`src/rtl/hit_event_fifo.sv`:
```
// rtl/hit_event_fifo.sv - snapshots the sprite hit vector on busy fall, scans it, queues hit indices
// Optional HIT_FRAME_TAG_EN: tags each queued index with a 4-bit frame counter.
module hit_event_fifo #(
    parameter int SPRITE_NUM = 64,
    parameter int IDX_W      = $clog2(SPRITE_NUM),
    parameter int FIFO_DEPTH = 16,
    parameter int CNT_W      = $clog2(FIFO_DEPTH) + 1
) (
    input  logic                  clk,
    input  logic                  rstn,
    input  logic                  hitCheckBusy,
    input  logic [SPRITE_NUM-1:0] allSpriteHit,
    input  logic                  irqEn,
    input  logic                  popReq,
    input  logic                  clrFlags,
    output logic [IDX_W-1:0]      hitIndex,
    output logic                  fifoEmpty,
    output logic [CNT_W-1:0]      fifoCount,
    output logic                  scanBusy,
    output logic                  scanDone,
    output logic                  overflow,
    output logic                  frameDropped,
`ifdef HIT_FRAME_TAG_EN
    output logic [3:0]            hitFrameTag,
`endif
    output logic                  hitIrq
);

    localparam int PTR_W = $clog2(FIFO_DEPTH);
`ifdef HIT_FRAME_TAG_EN
    localparam int ENTRY_W = IDX_W + 4;
`else
    localparam int ENTRY_W = IDX_W;
`endif
    localparam logic [IDX_W-1:0] LAST_IDX = IDX_W'(SPRITE_NUM - 1);
    localparam logic [CNT_W-1:0] FULL_CNT = CNT_W'(FIFO_DEPTH);

    typedef enum logic {S_IDLE, S_SCAN} state_t;

    state_t                state_q, state_d;
    logic                  busy_dly_q, busy_dly_d;
    logic [SPRITE_NUM-1:0] snap_q, snap_d;
    logic [IDX_W-1:0]      scan_idx_q, scan_idx_d;
    logic [PTR_W-1:0]      wr_ptr_q, wr_ptr_d;
    logic [PTR_W-1:0]      rd_ptr_q, rd_ptr_d;
    logic [CNT_W-1:0]      count_q, count_d;
    logic                  empty_q, empty_d;
    logic                  overflow_q, overflow_d;
    logic                  frame_dropped_q, frame_dropped_d;
    logic                  irq_q, irq_d;
    logic                  scan_busy_q, scan_busy_d;
    logic                  scan_done_q, scan_done_d;
    logic [ENTRY_W-1:0]    mem_q [FIFO_DEPTH];
    logic [ENTRY_W-1:0]    wdata;
    logic [ENTRY_W-1:0]    head;
    logic                  complete;
    logic                  push_req;
    logic                  push_ok;
    logic                  pop;
    logic                  drop_set;
`ifdef HIT_FRAME_TAG_EN
    logic [3:0]            tag_q, tag_d;
`endif

    always_comb begin
        busy_dly_d      = hitCheckBusy;
        complete        = busy_dly_q & ~hitCheckBusy;
        state_d         = state_q;
        snap_d          = snap_q;
        scan_idx_d      = scan_idx_q;
        push_req        = 1'b0;
        drop_set        = 1'b0;
`ifdef HIT_FRAME_TAG_EN
        tag_d           = tag_q;
`endif
        case (state_q)
            S_IDLE: begin
                if (complete) begin
                    snap_d     = allSpriteHit;
                    scan_idx_d = '0;
                    state_d    = S_SCAN;
`ifdef HIT_FRAME_TAG_EN
                    tag_d      = tag_q + 4'd1;
`endif
                end
            end
            default: begin
                push_req = snap_q[scan_idx_q];
                drop_set = complete;
                if (scan_idx_q == LAST_IDX) begin
                    state_d    = S_IDLE;
                    scan_idx_d = '0;
                end else begin
                    scan_idx_d = scan_idx_q + IDX_W'(1);
                end
            end
        endcase

        // A pop in the same cycle frees a slot, so a full FIFO still accepts the push.
        pop     = popReq & ~empty_q;
        push_ok = push_req & ((count_q != FULL_CNT) | pop);

        wr_ptr_d = push_ok ? wr_ptr_q + PTR_W'(1) : wr_ptr_q;
        rd_ptr_d = pop ? rd_ptr_q + PTR_W'(1) : rd_ptr_q;
        count_d  = count_q;
        if (push_ok && !pop) begin
            count_d = count_q + CNT_W'(1);
        end else if (!push_ok && pop) begin
            count_d = count_q - CNT_W'(1);
        end
        empty_d = (count_d == '0);
        irq_d   = irqEn & ~empty_d;

        overflow_d      = (overflow_q & ~clrFlags) | (push_req & ~push_ok);
        frame_dropped_d = (frame_dropped_q & ~clrFlags) | drop_set;

        scan_busy_d = (state_d == S_SCAN);
        scan_done_d = (state_d == S_SCAN) && (scan_idx_d == LAST_IDX);

`ifdef HIT_FRAME_TAG_EN
        wdata = {tag_q, scan_idx_q};
`else
        wdata = scan_idx_q;
`endif
    end

    always_ff @(posedge clk or negedge rstn) begin
        if (!rstn) begin
            state_q         <= S_IDLE;
            busy_dly_q      <= 1'b0;
            snap_q          <= '0;
            scan_idx_q      <= '0;
            wr_ptr_q        <= '0;
            rd_ptr_q        <= '0;
            count_q         <= '0;
            empty_q         <= 1'b1;
            overflow_q      <= 1'b0;
            frame_dropped_q <= 1'b0;
            irq_q           <= 1'b0;
            scan_busy_q     <= 1'b0;
            scan_done_q     <= 1'b0;
`ifdef HIT_FRAME_TAG_EN
            tag_q           <= '0;
`endif
        end else begin
            state_q         <= state_d;
            busy_dly_q      <= busy_dly_d;
            snap_q          <= snap_d;
            scan_idx_q      <= scan_idx_d;
            wr_ptr_q        <= wr_ptr_d;
            rd_ptr_q        <= rd_ptr_d;
            count_q         <= count_d;
            empty_q         <= empty_d;
            overflow_q      <= overflow_d;
            frame_dropped_q <= frame_dropped_d;
            irq_q           <= irq_d;
            scan_busy_q     <= scan_busy_d;
            scan_done_q     <= scan_done_d;
`ifdef HIT_FRAME_TAG_EN
            tag_q           <= tag_d;
`endif
        end
    end

    // Entry storage needs no reset: the head is masked while the FIFO is empty.
    always_ff @(posedge clk) begin
        if (push_ok) begin
            mem_q[wr_ptr_q] <= wdata;
        end
    end

    assign head         = mem_q[rd_ptr_q];
    assign hitIndex     = empty_q ? '0 : head[IDX_W-1:0];
    assign fifoEmpty    = empty_q;
    assign fifoCount    = count_q;
    assign scanBusy     = scan_busy_q;
    assign scanDone     = scan_done_q;
    assign overflow     = overflow_q;
    assign frameDropped = frame_dropped_q;
    assign hitIrq       = irq_q;
`ifdef HIT_FRAME_TAG_EN
    assign hitFrameTag  = empty_q ? 4'd0 : head[IDX_W+:4];
`endif

endmodule

```
`config.mk`:
```
export PLATFORM = sky130hd
export DESIGN_NAME = hit_event_fifo
export DESIGN_NICKNAME = d
export VERILOG_FILES = /design/src/rtl/hit_event_fifo.sv
export SDC_FILE = /design/constraint.sdc
export NUM_CORES = 1
export LEC_CHECK = 0
export ABC_AREA = 0
export BUFFER_PORTS_ARGS = -buffer_cell sky130_fd_sc_hd__buf_4
export CORE_MARGIN = 5
export CORE_UTILIZATION = 59
export DETAILED_ROUTE_END_ITERATION = 8
export PLACE_DENSITY = 0.78
export SLEW_MARGIN = 15
export SYNTH_ARGS = -nofsm -noshare
export SYNTH_HDL_FRONTEND = slang
export SYNTH_SLANG_ARGS = --single-unit
export TNS_END_PERCENT = 20
```
`constraint.sdc`:
```
create_clock -name clk -period 3.63 [get_ports clk]
set_input_delay 0.1815 -clock clk [delete_from_list [all_inputs] [get_ports clk]]
set_output_delay 0.1815 -clock clk [all_outputs]
set_load 0.01 [all_outputs]
```
Word-level counts from Yosys, hierarchy flattened. Memory sizes are Yosys's and may differ from the RTL's. Cells that the tools add are included. W data, S select, Z words.

Muxes and demuxes: 15. Div/mod/pow operators: 0. Order comparisons: 1. Multipliers: 0. Equality and inequality tests: 3. Reductions and logical operators: 7. Shifts and indexed selects: 0. Bitwise logic cells: 16. $add $sub $neg: 5.

Operator list (count): $mux W6 (4); $eq A6 B6 Y1 const B (2); $mux W5 (2); $add A4 B1 Y4 const B (2); $mux W1 (8); $and A1 B1 Y1 (7); $lt A6 B7 Y1 const B (1); $add A6 B1 Y6 const B (1); $bmux W1 S6 (1); $not A1 Y1 (6); $add A5 B1 Y5 const B (1); $logic_not A5 Y1 (1); $ne A5 B5 Y1 const B (1); $sub A5 B1 Y5 const B (1); $logic_and A1 B1 Y1 (3); $or A1 B1 Y1 (3); $logic_not A1 Y1 (2); $reduce_and A2 Y1 (1).

Word-level logic and storage cells: 60. Output and inout port bits: 17. Bits in read-only memories: 0. Memories kept: 1. Input bits: 70. Flip-flop bits (word level): 90. Bits in latches: 0. Memory bits (writable): 96.

Memories: mem_q (words 16, width 6, read ports 1, clocked after memory_dff 0, wr ports 1, line 53) `logic [ENTRY_W-1:0] mem_q [FIFO_DEPTH];`.

Longest topological paths before layout. Gate-level depths: netlist (run 1).

Depth in word-level cells: 11. Depth in mapped cells: 13. Gate-level depth less buffers: 8.

Worst setup path after synthesis (run 1). OpenSTA, ideal clock, no wires.

Path type: register to register. Start point: register scan_idx_q[0]. End point: memory mem_q[3][0] in the netlist's numbering (enable). Arrival: 2.916 ns. Data required time: 3.253 ns. Clock period less this slack: 3.293 ns. Cell stages (with the launch flop): 14. Setup slack: 0.337 ns. Library setup time: 0.377 ns. Path through: dfrtp_1 > buf_6 > buf_6 > buf_6 > mux2i_1 > a22oi_1 > a21oi_1 > nor4b_2 > or2_1 > buf_6 > and2_1 > buf_2 > nand2_1 > nor3_1.

Cells in the longest elaborated chain, start to end: 6.

RTL lines: from (decl) (line 43) `logic [IDX_W-1:0] scan_idx_q, scan_idx_d;`; from (signal assigned) (line 149) `scan_idx_q <= scan_idx_d;`; $bmux W1 S6 (line 88) `push_req = snap_q[scan_idx_q];`; $mux W1 (not written as such) (line 88); $mux W1 (line 76) `case (state_q)`; $and A1 B1 Y1 (line 101) `push_ok = push_req & ((count_q != FULL_CNT) | pop);`; $mux W1 (line 167) `if (push_ok) begin`; $mux W1 (not written as such) (line 168) `mem_q[wr_ptr_q] <= wdata;`; to (decl) (line 53).

No other way between the ends. The select of a mux whose other input is x is not followed.

Worst setup path in the final report (run 1).
Start point: register scan_idx_q[1]. End point: memory mem_q[13][4] in the netlist's numbering (enable).

Same word-level chain as after synthesis.

==> impl_results.md, run 1 <==
- Status: finished, final reports clean
- Final setup fails: 0
- Worst-path cell chain: nor2b_1, a22oi_1, a21oi_1, nor4b_2, or2_1, and2_1, nand2_1, nor2_1
- Post-DP Area: 0.00895 sq mm
- Number of H-tree levels: 4
- Nets: 732
- Max-slew headroom: 0.462
- Residual DRC: 0
- Adder-cell share of the synthesized area: 0.0140
- Hold Path Origin: clrFlags
- Fin util: 0.762
- Syn Std Cell Area: 0.00807 sq mm
- Chip width: 127 microns
- Hold Crit Class: primary input to flop
- # IOs: 87
- CP max stage delay: 0.72 ns
- WHS Endpoint: overflow
- Max Cap Viol: 0
- Detail Placement HPWL: 11500 microns
- Routability Congestion: 0.858
- Pre-Repair DR Iteration Count: 5
- Top_reg_cell synth: edfxtp_1
- Design Area, Final: 0.0102 sq mm
- Synth async-reset ratio: 0.484
- Share of layout cells above drive strength 1: 0.353
- Total Power: 8.16 mW
- First-pass GRT wire length: 28800 microns
- Vias: 4948
- Worst-path clk slew: 0.07 ns
- Clk_skew: 0.0114 ns
- Post-synthesis mux area share: 0.220
- Simple-Gate Fraction of Synth Area: 0.0589
- CP Data Required Time: 3.69 ns
- Detailed Route WL: 18200 microns
- Setup TNS: 0 ns
- Main combinational cell family by area after synthesis: multiplexers
- CP Launch Type: flop
- YS warnings: 0
- Synth area leader: edfxtp_1
- Clk sinks: 186
- GRT Util Overall: 0.236
- Largest net degree at the start of global routing: 91
- Initial antenna violation count: 0
- CTS buffer count: 17
- Ranking of synthesized cells by area: edfxtp_1, dfrtp_1, mux2_2, mux4_2, mux4_1
- Pwr per Cell Area: 803 mW/mm^2
- DRT iter0 DRCs: 428
- Post-layout min period: 3.38 ns
- # diodes: 0
- CP bufs+invs: 0
- Core area: 0.0133 sq mm
- Clock root cell: clkbuf_16
- EDFF count, synth: 96
- Rows: 42
- Synthesis-to-finish area growth: 26.1%
- Vias in the first global route: 5301
- Cells after synthesis: 492
- Reg2Reg Depth: 8
- Routed Antenna Nets: 0
- Area share of the largest cell type after synthesis: 0.357
- Syn nets: 571
- Period utilisation layout: 0.932
- Critical R2R Capture: mem_q[13][4]
- Max Root-Sink Buffers: 2
- Final hold vios: 0
- Final Max Slew Viols: 0
- Reg-to-reg slack, setup: 0.25 ns
- CTS tree: yes
- Seq/Total Area, Yosys: 0.637
- Hold path depth: 3
- Delay-heaviest family, CP: simple AND/OR/NAND/NOR gates
- CP arrival: 3.44 ns
- Mean post-synth cell area: 16.4 sq um
- Slew @ Worst Pin: 0.806 ns
- Unrepaired setup endpoints after global routing: false
- Synth Area in Compound Gates: 0.0392
- Setup CP Type: flop to flop
- Synth Area in XOR/XNOR: 0.0109
- Vias per std cell: 5.88
- Clock latency on the worst-skew pair: 0.43 ns
- Leakage power: 4.01 nW
- FF+latch count, synth: 186
- Distinct cell type count after synthesis: 49
- Die area: 0.0161 sq mm
- Reg2Reg Launch Point: scan_idx_q[1]
- IO buf count: 86
- Initial Util: 0.605
- Die Ht: 127 microns
- Achievable Freq: 296 MHz
- Avg WL per Cell: 21.6 microns
- Critical-path top delay cell: dfrtp_1
- Overflow after GRT: 0
- CP endpoint kind: flop
- Crit-path max FO: 17
- Peak supply drop: 394 uV
[worst register-to-register path, stage by stage, from the launching register on]
cell	delay (ns)
dfrtp_1	0.72
nor2b_1	0.20
a22oi_1	0.23
a21oi_1	0.11
nor4b_2	0.53
or2_1	0.19
and2_1	0.31
nand2_1	0.17
nor2_1	0.54
[power breakdown]
group          internal (mW)  switching [mW]  leakage, nW  total (mW)
combinational           1.56            1.46         1.78        3.02
sequential              2.95           0.480         1.96        3.43
clock                  0.957           0.752        0.260        1.71
[how the worst max path moves through the flow]
stage / startpoint / endpoint / cells past startpoint
2_1_floorplan: scan_idx_q[0] / mem_q[3][0] / 13
3_3_place_gp: scan_idx_q[1] / mem_q[6][2] / 8
3_5_place_dp: scan_idx_q[1] / mem_q[13][3] / 8
6_report: scan_idx_q[1] / mem_q[13][4] / 8
4_1_cts: scan_idx_q[1] / mem_q[13][1] / 8
5_1_grt: scan_idx_q[1] / mem_q[13][0] / 8
[layout by cell type (no fill, tap or decap), types with 4 or more instances in the layout]
cell | netlist | routed
clkinvlp_4 | 0 | 4
nand3_1 | 5 | 5
o22ai_1 | 5 | 5
a31oi_1 | 4 | 4
nor3_1 | 6 | 6
edfxtp_1 | 96 | 96
nor2_1 | 24 | 23
mux4_2 | 30 | 30
xnor2_1 | 9 | 9
a22oi_1 | 8 | 8
mux2i_1 | 17 | 17
mux2_2 | 64 | 64
clkbuf_16 | 0 | 17
dlygate4sd3_1 | 0 | 67
o21ai_0 | 9 | 9
mux4_1 | 8 | 8
ha_1 | 9 | 9
inv_1 | 6 | 6
clkinv_2 | 0 | 4
nand4_1 | 4 | 4
nand2b_1 | 6 | 6
buf_4 | 0 | 102
nor2b_1 | 10 | 10
dfrtp_1 | 89 | 88
nand2_1 | 21 | 21
[cells in the mapped netlist, drive strengths merged (2+ instances only)]
master,instances
nand2b,6
mux4,38
mux2,64
and2,2
inv,6
a22oi,8
xnor2,9
nor2,24
buf,10
mux2i,17
o2bb2ai,2
a22o,3
clkbuf,19
a31oi,4
nor4b,2
a211oi,2
dfrtp,89
edfxtp,96
nand3b,2
o22ai,5
nand4,4
nand3,5
nand2,21
ha,9
o21ai,9
nor4,2
nor3,6
nor2b,10
a21oi,3
[registers in the layout, summed over array words and instances, names as in the netlist]
signal,flops
rd_ptr_q,4
overflow,1
busy_dly_q,1
fifoCount,5
mem_q,96
scanBusy,1
hitIrq,1
frameDropped,1
scanDone,1
snap_q,64
wr_ptr_q,4
fifoEmpty,1
scan_idx_q,6
[kinds of logic (layout without fill, tap and decap cells)]
group	count (synthesis)	after routing
flops	186	186
mux	119	119
simple gates	90	90
compound gates	43	43
buf+inv	35	209
xor+xnor	10	10
fa+ha+maj	9	9
[metal layers]
layer / vias to the layer above / global-route usage / part of all wire
met5: - / 0 / 0
met4: 0 / 0.0877 / 0.024
met3: 35 / 0.0475 / 0.052
met2: 196 / 0.415 / 0.54
li1: 2215 / - / -
met1: 2502 / 0.291 / 0.39
[stage by stage]
stage                     setup WS, ns  std cells  hold slack, ns
after global placement           0.487        743           0.306
after CTS                        0.290        841         0.00132
after floorplan                  0.337        492          -0.114
after global routing            0.0117        842         0.00890
after detailed placement         0.313        743           0.308
final                            0.247        842          0.0227
[cell type report]
class	count	area [sq um]
clock buffer	20	447
clock inverter	12	101
fill	748	3180
inverter	6	22.5
multi-input combinational	271	2780
sequential	186	5140
tap	176	220
timing repair buffer	171	1470
[what timing repair did]
item | CTS | global route
hold buffers | 66 | 1
resized for setup | 0 | 0
hold endpoints to repair | 66 | 89
buffers inserted | 0 | 0
No activity file was read; power rests on OpenSTA's default activity.
==> inputs of run 2 (changes only) <==
==> constraint.sdc (replaced) <==
create_clock -name clk -period 3.63 [get_ports clk]
set_input_delay 0.363 -clock clk [delete_from_list [all_inputs] [get_ports clk]]
set_output_delay 0.363 -clock clk [all_outputs]
set_load 0.01 [all_outputs]
==> run 2 against run 1 <==
Non-clock buffer count is 66 lower. Global-route usage is 1.7 points lower. Worst hold slack worse by 0.020 ns. Utilization fell by 4.8 points. Clock power about the same. Via count decreased by 5.9%.
==> impl_results.md, run 2 (same netlist as run 1, synthesis figures left out) <==
- Status: finished, final reports clean (unchanged)
- CTS buffer count: 17 (unchanged)
- Initial Util: 0.605 (unchanged)
- Routed Antenna Nets: 0 (unchanged)
- Commonest cells after routing, fill and taps aside: buf_4, edfxtp_1, dfrtp_1 (unchanged)
- Gate power share: 0.365 (was 0.370)
- Reg-to-reg slack, setup: 0.24 ns (was 0.25 ns)
- Pre-Repair DR Iteration Count: 4 (was 5)
- Synthesis-to-finish area growth: 18.0% (was 26.1%)
- Setup TNS: 0 ns (unchanged)
- Inst Count DP: 744 (was 743)
- Vias in the first global route: 5085 (was 5301)
- CP Data Required Time: 3.69 ns (about the same)
- CP endpoint kind: flop (unchanged)
- Reg2Reg Launch Point: scan_idx_q[1] (unchanged)
- Largest net degree at the start of global routing: 91 (unchanged)
- Post-layout min period: 3.39 ns (was 3.38 ns)
- Biggest regs: mem_q (96), snap_q (64), scan_idx_q (6) (unchanged)
- GRT Util Overall: 0.219 (was 0.236)
- Critical R2R Capture: mem_q[14][3] (was mem_q[13][4])
- Fillers: 872 (was 748)
- Die Ht: 127 microns (unchanged)
- Worst Setup SP: scan_idx_q[1] (unchanged)
- Final hold vios: 0 (unchanged)
- First-pass GRT wire length: 26600 microns (was 28800 microns)
- Reg2Reg Depth: 8 (unchanged)
- Max-slew headroom: 0.468 (was 0.462)
- Routability Congestion: 0.862 (was 0.858)
- Int Pwr: 5.41 mW (was 5.47 mW)
- Overflow after GRT: 0 (unchanged)
- Leakage power: 3.73 nW (was 4.01 nW)
- Pwr per Cell Area: 852 mW/mm^2 (was 803 mW/mm^2)
- Share of layout cells above drive strength 1: 0.398 (was 0.353)
- Slew @ Worst Pin: 0.799 ns (was 0.806 ns)
- Sw Share: 0.333 (was 0.330)
- Residual DRC: 0 (unchanged)
- DRT iter0 DRCs: 366 (was 428)
- FF/Latch Area: 0.00514 sq mm (unchanged)
- Most common cell after layout, fill and taps aside: buf_4 (unchanged)
- Largest register FFs: 96 (unchanged)
- DR top layer: met4 (unchanged)
- Core area: 0.0133 sq mm (unchanged)
- Nets: 666 (was 732)
- Non-filler cells in the finished layout: 776 (was 842)
- Post-CTS setup buffers: 0 (unchanged)
- Met1 wire length: 6610 microns (was 7020 microns)
- Switching pwr: 2.71 mW (was 2.69 mW)
- Die area: 0.0161 sq mm (unchanged)
- Rows: 42 (unchanged)
- IO buf count: 86 (unchanged)
- Sequential share of power: 0.422 (was 0.421)
- Metal2 WL: 8820 microns (was 9770 microns)
- Final Max Slew Viols: 0 (unchanged)
- Max Root-Sink Buffers: 2 (unchanged)
- Vias per std cell: 6.00 (was 5.88)
- Detailed Route WL: 16800 microns (was 18200 microns)
- Worst-path clk slew: 0.06 ns (was 0.07 ns)
- # diodes: 0 (unchanged)
- # IOs: 87 (unchanged)
- Max Cap Viol: 0 (unchanged)
- CTS tree: yes (unchanged)
- Hold Crit Class: primary input to asynchronous set/reset pin (was primary input to flop)
- Worst setup endpoint: mem_q[14][3] (was mem_q[13][4])
- Hold_ws: 0.00231 ns (was 0.0227 ns)
- Area of the multi-input gates: 0.00278 sq mm (about the same)
- CP arrival: 3.45 ns (was 3.44 ns)
- Clock root cell: clkbuf_16 (unchanged)
- Vias: 4657 (was 4948)
- Initial antenna violation count: 0 (unchanged)
- Peak supply drop: 406 uV (was 394 uV)
- Period utilisation layout: 0.934 (was 0.932)
- Clk sinks: 186 (unchanged)
- Metal3 WL: 962 microns (was 950 microns)
- Crit-path max FO: 17 (unchanged)
- Clk_skew: 0.00983 ns (was 0.0114 ns)
- Avg WL per Cell: 21.7 microns (was 21.6 microns)
- Detail Placement HPWL: 11500 microns (about the same)
- Final setup fails: 0 (unchanged)
- Number of H-tree levels: 4 (unchanged)
- Chip width: 127 microns (unchanged)
- Achievable Freq: 295 MHz (was 296 MHz)
- Setup CP Type: flop to flop (unchanged)
- Clock latency on the worst-skew pair: 0.43 ns (about the same)
- Power share of the clock group: 0.214 (was 0.209)
- Biggest register: mem_q (unchanged)
- CP Launch Type: flop (unchanged)
-- run 2: cell count changes in the layout (fill, tap and decap cells not counted) --
cell / before / now
clkbuf_8: 1 / 0
clkinvlp_4: 4 / 5
dlygate4sd3_1: 67 / 0
nor2_1: 23 / 20
nor2_2: 0 / 3
buf_4: 102 / 103
clkinv_4: 1 / 5
clkinv_2: 4 / 0
-- run 2: final cells by class --
type,instances,share of cell area
Clock inverter,13,0.0130
Clock buffer,19,0.0454
Tap cell,176,0.0231
Multi-Input combinational cell,271,0.292
Inverter,6,0.00236
Sequential cell,186,0.539
Timing Repair Buffer,105,0.0845
-- run 2: critical path, stage by stage (launching register included) --
cell and delay (ns):
dfrtp_1 0.74, nor2b_1 0.20, a22oi_1 0.35, a211oi_4 0.12, nor4b_4 0.41, or2_1 0.18, and2_1 0.32, nand2_1 0.19
nor2_1 0.51
-- run 2: worst min-delay path by stage --
| stage | to | slack, ns | cells after the start |
|---|---|---|---|
| finish | snap_q[60] | 0.002 | 1 |
| global route | busy_dly_q | 0.03 | 1 |
| CTS | busy_dly_q | 0.04 | 1 |
| detailed placement | overflow | 0.48 | 1 |
| global placement | overflow | 0.48 | 1 |
| floorplan | busy_dly_q | 0.07 | 0 |
-- run 2: power by group through the flow --
stage | combinational (mW) | sequential (mW) | clock [mW]
after global placement | 2.80 | 3.44 | 0
after floorplan | 2.17 | 3.26 | 0
after global routing | 3.21 | 3.50 | 1.85
final | 2.96 | 3.42 | 1.73
after CTS | 2.98 | 3.42 | 1.75
after detailed placement | 2.94 | 3.45 | 0
-- run 2: per-stage QoR --
step / setup WS, ns / cell area [sq um] / total power, mW / util
2_1_floorplan: 0.337 / 8070 / 5.44 / -
3_3_place_gp: 0.478 / 8960 / 6.24 / 0.671
3_5_place_dp: 0.245 / 8960 / 6.39 / 0.671
4_1_cts: 0.190 / 9510 / 8.15 / 0.713
5_1_grt: -0.000664 / 9530 / 8.55 / 0.714
6_report: 0.240 / 9530 / 8.12 / 0.714
-- run 2: per-layer routing --
layer  vias to the layer above  track usage
met2                       172        0.371
met4                         0       0.0890
met3                        30       0.0525
met1                      2370        0.273
li1                       2085            -
met5                         -            0
-- run 2: what timing repair did --
action | in CTS | in global routing
endpoints found under the setup margin | 0 | 18
gates resized for setup | 0 | 3
hold buffers | 0 | 0
==> inputs of run 3 (changes only) <==
--- a/config.mk
+++ b/config.mk
@@ -11,6 +11,7 @@
 export CORE_UTILIZATION = 59
 export DETAILED_ROUTE_END_ITERATION = 8
 export PLACE_DENSITY = 0.78
+export REMOVE_ABC_BUFFERS = 1
 export SLEW_MARGIN = 15
 export SYNTH_ARGS = -nofsm -noshare
 export SYNTH_HDL_FRONTEND = slang
==> run 3 against run 2 <==
The flow now finishes with violations (hold timing). Sequential share of layout area is 0.39 points lower. Sequential cell count stayed put. Clock power is 6% higher. First-iteration DRC count is 6.8% higher. Highest routed layer unchanged. Die area stayed put. Worst hold slack worse by 0.0099 ns. Register-to-register slack better by 0.07 ns. Final cell count is 1.2% higher.
==> impl_results.md, run 3 (same netlist as run 1, synthesis figures left out) <==
- Residual DRC: 0 (unchanged)
- Post-DP Area: 0.00901 sq mm (was 0.00896 sq mm)
- Peak supply drop: 410 uV (was 406 uV)
- CP arrival: 3.38 ns (was 3.45 ns)
- Vias in the first global route: 5036 (was 5085)
- Detailed Route WL: 16500 microns (was 16800 microns)
- Design Area, Final: 0.00959 sq mm (was 0.00953 sq mm)
- Avg WL per Cell: 21.0 microns (was 21.7 microns)
- Final hold vios: 6 (was 0)
- CP Data Required Time: 3.69 ns (about the same)
- Largest register FFs: 96 (unchanged)
- Hold_ws: -0.00762 ns (was 0.00231 ns)
- Nets: 675 (was 666)
- Unrepaired setup endpoints after global routing: false
- CP Launch Type: flop (unchanged)
- Leakage power: 3.80 nW (was 3.73 nW)
- Clk_skew: 0.00979 ns (was 0.00983 ns)
- Final Max Slew Viols: 0 (unchanged)
- Worst Setup SP: scan_idx_q[2] (was scan_idx_q[1])
- Biggest register: mem_q (unchanged)
- CTS buffer count: 17 (unchanged)
- Vias per std cell: 5.87 (was 6.00)
- Failing checks: hold timing
- Crit-path max FO: 21 (was 17)
- Number of H-tree levels: 4 (unchanged)
- Chip width: 127 microns (unchanged)
- Most common cell after layout, fill and taps aside: buf_4 (unchanged)
- Share of layout cells above drive strength 1: 0.404 (was 0.398)
- Metal3 WL: 1010 microns (was 962 microns)
- First-pass GRT wire length: 26800 microns (was 26600 microns)
- Overflow after GRT: 0 (unchanged)
- CTS tree: yes (unchanged)
- Total Power: 8.17 mW (was 8.12 mW)
- Initial antenna violation count: 0 (unchanged)
- Largest net degree at the start of global routing: 61 (was 91)
- GRT Util Overall: 0.218 (was 0.219)
- Routability Congestion: 0.800 (was 0.862)
- IO buf count: 86 (unchanged)
- Post-CTS setup buffers: 0 (unchanged)
- Worst-path cell chain: and2b_1, a22oi_1, a211oi_1, nor4b_2, or2_1, and2_1, nand2_1, nor2_1 (was nor2b_1, a22oi_1, a211oi_4, nor4b_4, or2_1, and2_1, nand2_1, nor2_1)
- DR top layer: met4 (unchanged)
- Fillers: 879 (was 872)
- # diodes: 0 (unchanged)
- # IOs: 87 (unchanged)
- Vias: 4607 (was 4657)
- Worst-path clk slew: 0.06 ns (about the same)
- Period utilisation layout: 0.914 (was 0.934)
- Biggest regs: mem_q (96), snap_q (64), scan_idx_q (6) (unchanged)
- Clock latency on the worst-skew pair: 0.43 ns (about the same)
- Metal2 WL: 8480 microns (was 8820 microns)
- Routed Antenna Nets: 0 (unchanged)
- Die Ht: 127 microns (unchanged)
- Slew @ Worst Pin: 0.849 ns (was 0.799 ns)
- Die area: 0.0161 sq mm (unchanged)
- Hold Crit Class: primary input to asynchronous set/reset pin (unchanged)
- Status: finished, violations left (was finished, final reports clean)
- Final setup fails: 0 (unchanged)
- Reg2Reg Launch Point: scan_idx_q[2] (was scan_idx_q[1])
- Max Root-Sink Buffers: 2 (unchanged)
- Fin util: 0.719 (was 0.714)
- CP endpoint kind: flop (unchanged)
- CTS Hold Bufs: 0 (unchanged)
- Setup WS pre-CTS: 0.347 ns (was 0.245 ns)
- CP bufs+invs: 0 (unchanged)
- Delay-heaviest family, CP: simple AND/OR/NAND/NOR gates (unchanged)
- Setup TNS: 0 ns (unchanged)
- Pwr per Cell Area: 851 mW/mm^2 (was 852 mW/mm^2)
- Max Cap Viol: 0 (unchanged)
- DRT iter0 DRCs: 391 (was 366)
- Achievable Freq: 301 MHz (was 295 MHz)
- Initial Util: 0.605 (unchanged)
- Commonest cells after routing, fill and taps aside: buf_4, edfxtp_1, dfrtp_1 (unchanged)
- Critical-path top delay cell: dfrtp_1 (unchanged)
- Setup CP Type: flop to flop (unchanged)
- Post-layout min period: 3.32 ns (was 3.39 ns)
- Core area: 0.0133 sq mm (unchanged)
- Pre-Repair DR Iteration Count: 4 (unchanged)
- Max-slew headroom: 0.433 (was 0.468)
- Synthesis-to-finish area growth: 18.9% (was 18.0%)
- CP max stage delay: 0.77 ns (was 0.74 ns)
- Post-CTS Resized: 0 (unchanged)
- Detail Placement HPWL: 11300 microns (was 11500 microns)
- Clk sinks: 186 (unchanged)
- Worst setup margin: 0.312 ns (was 0.240 ns)
- Clock root cell: clkbuf_16 (unchanged)
- Met1 wire length: 6700 microns (was 6610 microns)
- Rows: 42 (unchanged)
[run 3: per-stage QoR]
stage	hold slack (ns)	instances
finish	-0.00762	785
global route	0.0461	785
CTS	0.0176	785
detailed placement	0.474	753
global placement	0.461	753
floorplan	0.0674	463
[run 3: layout make-up]
cell class / instances / area, sq um / area share
clock inverter: 14 / 153 / 0.0159
sequential: 186 / 5140 / 0.535
inverter: 6 / 22.5 / 0.00235
timing repair buffer: 114 / 856 / 0.0892
clock buffer: 18 / 429 / 0.0447
multi-input combinational: 271 / 2780 / 0.289
tap: 176 / 220 / 0.0230
[run 3: path summary, 6_finish.rpt]
| check | slack (ns) | endpoint | cells past startpoint |
|---|---|---|---|
| min | -0.008 | snap_q[17] | 1 |
| min in group clk | 0.06 | busy_dly_q | 1 |
| max reg2reg | 0.31 | mem_q[14][3] | 8 |
| max in group asynchronous | 2.73 | fifoEmpty | 2 |
| min reg2reg | 0.50 | snap_q[40] | 1 |
| max | 0.31 | mem_q[14][3] | 8 |
[run 3: where the power goes]
group	internal [mW]	switching (mW)	total, mW
clock network	1.07	0.755	1.83
registers	2.95	0.442	3.39
logic	1.53	1.42	2.95
total	5.55	2.62	8.17
[run 3: layer usage]
metal	track usage	vias to the layer above
li1	-	2107
met4	0.0719	0
met5	0	-
met3	0.0563	18
met2	0.361	140
met1	0.284	2342
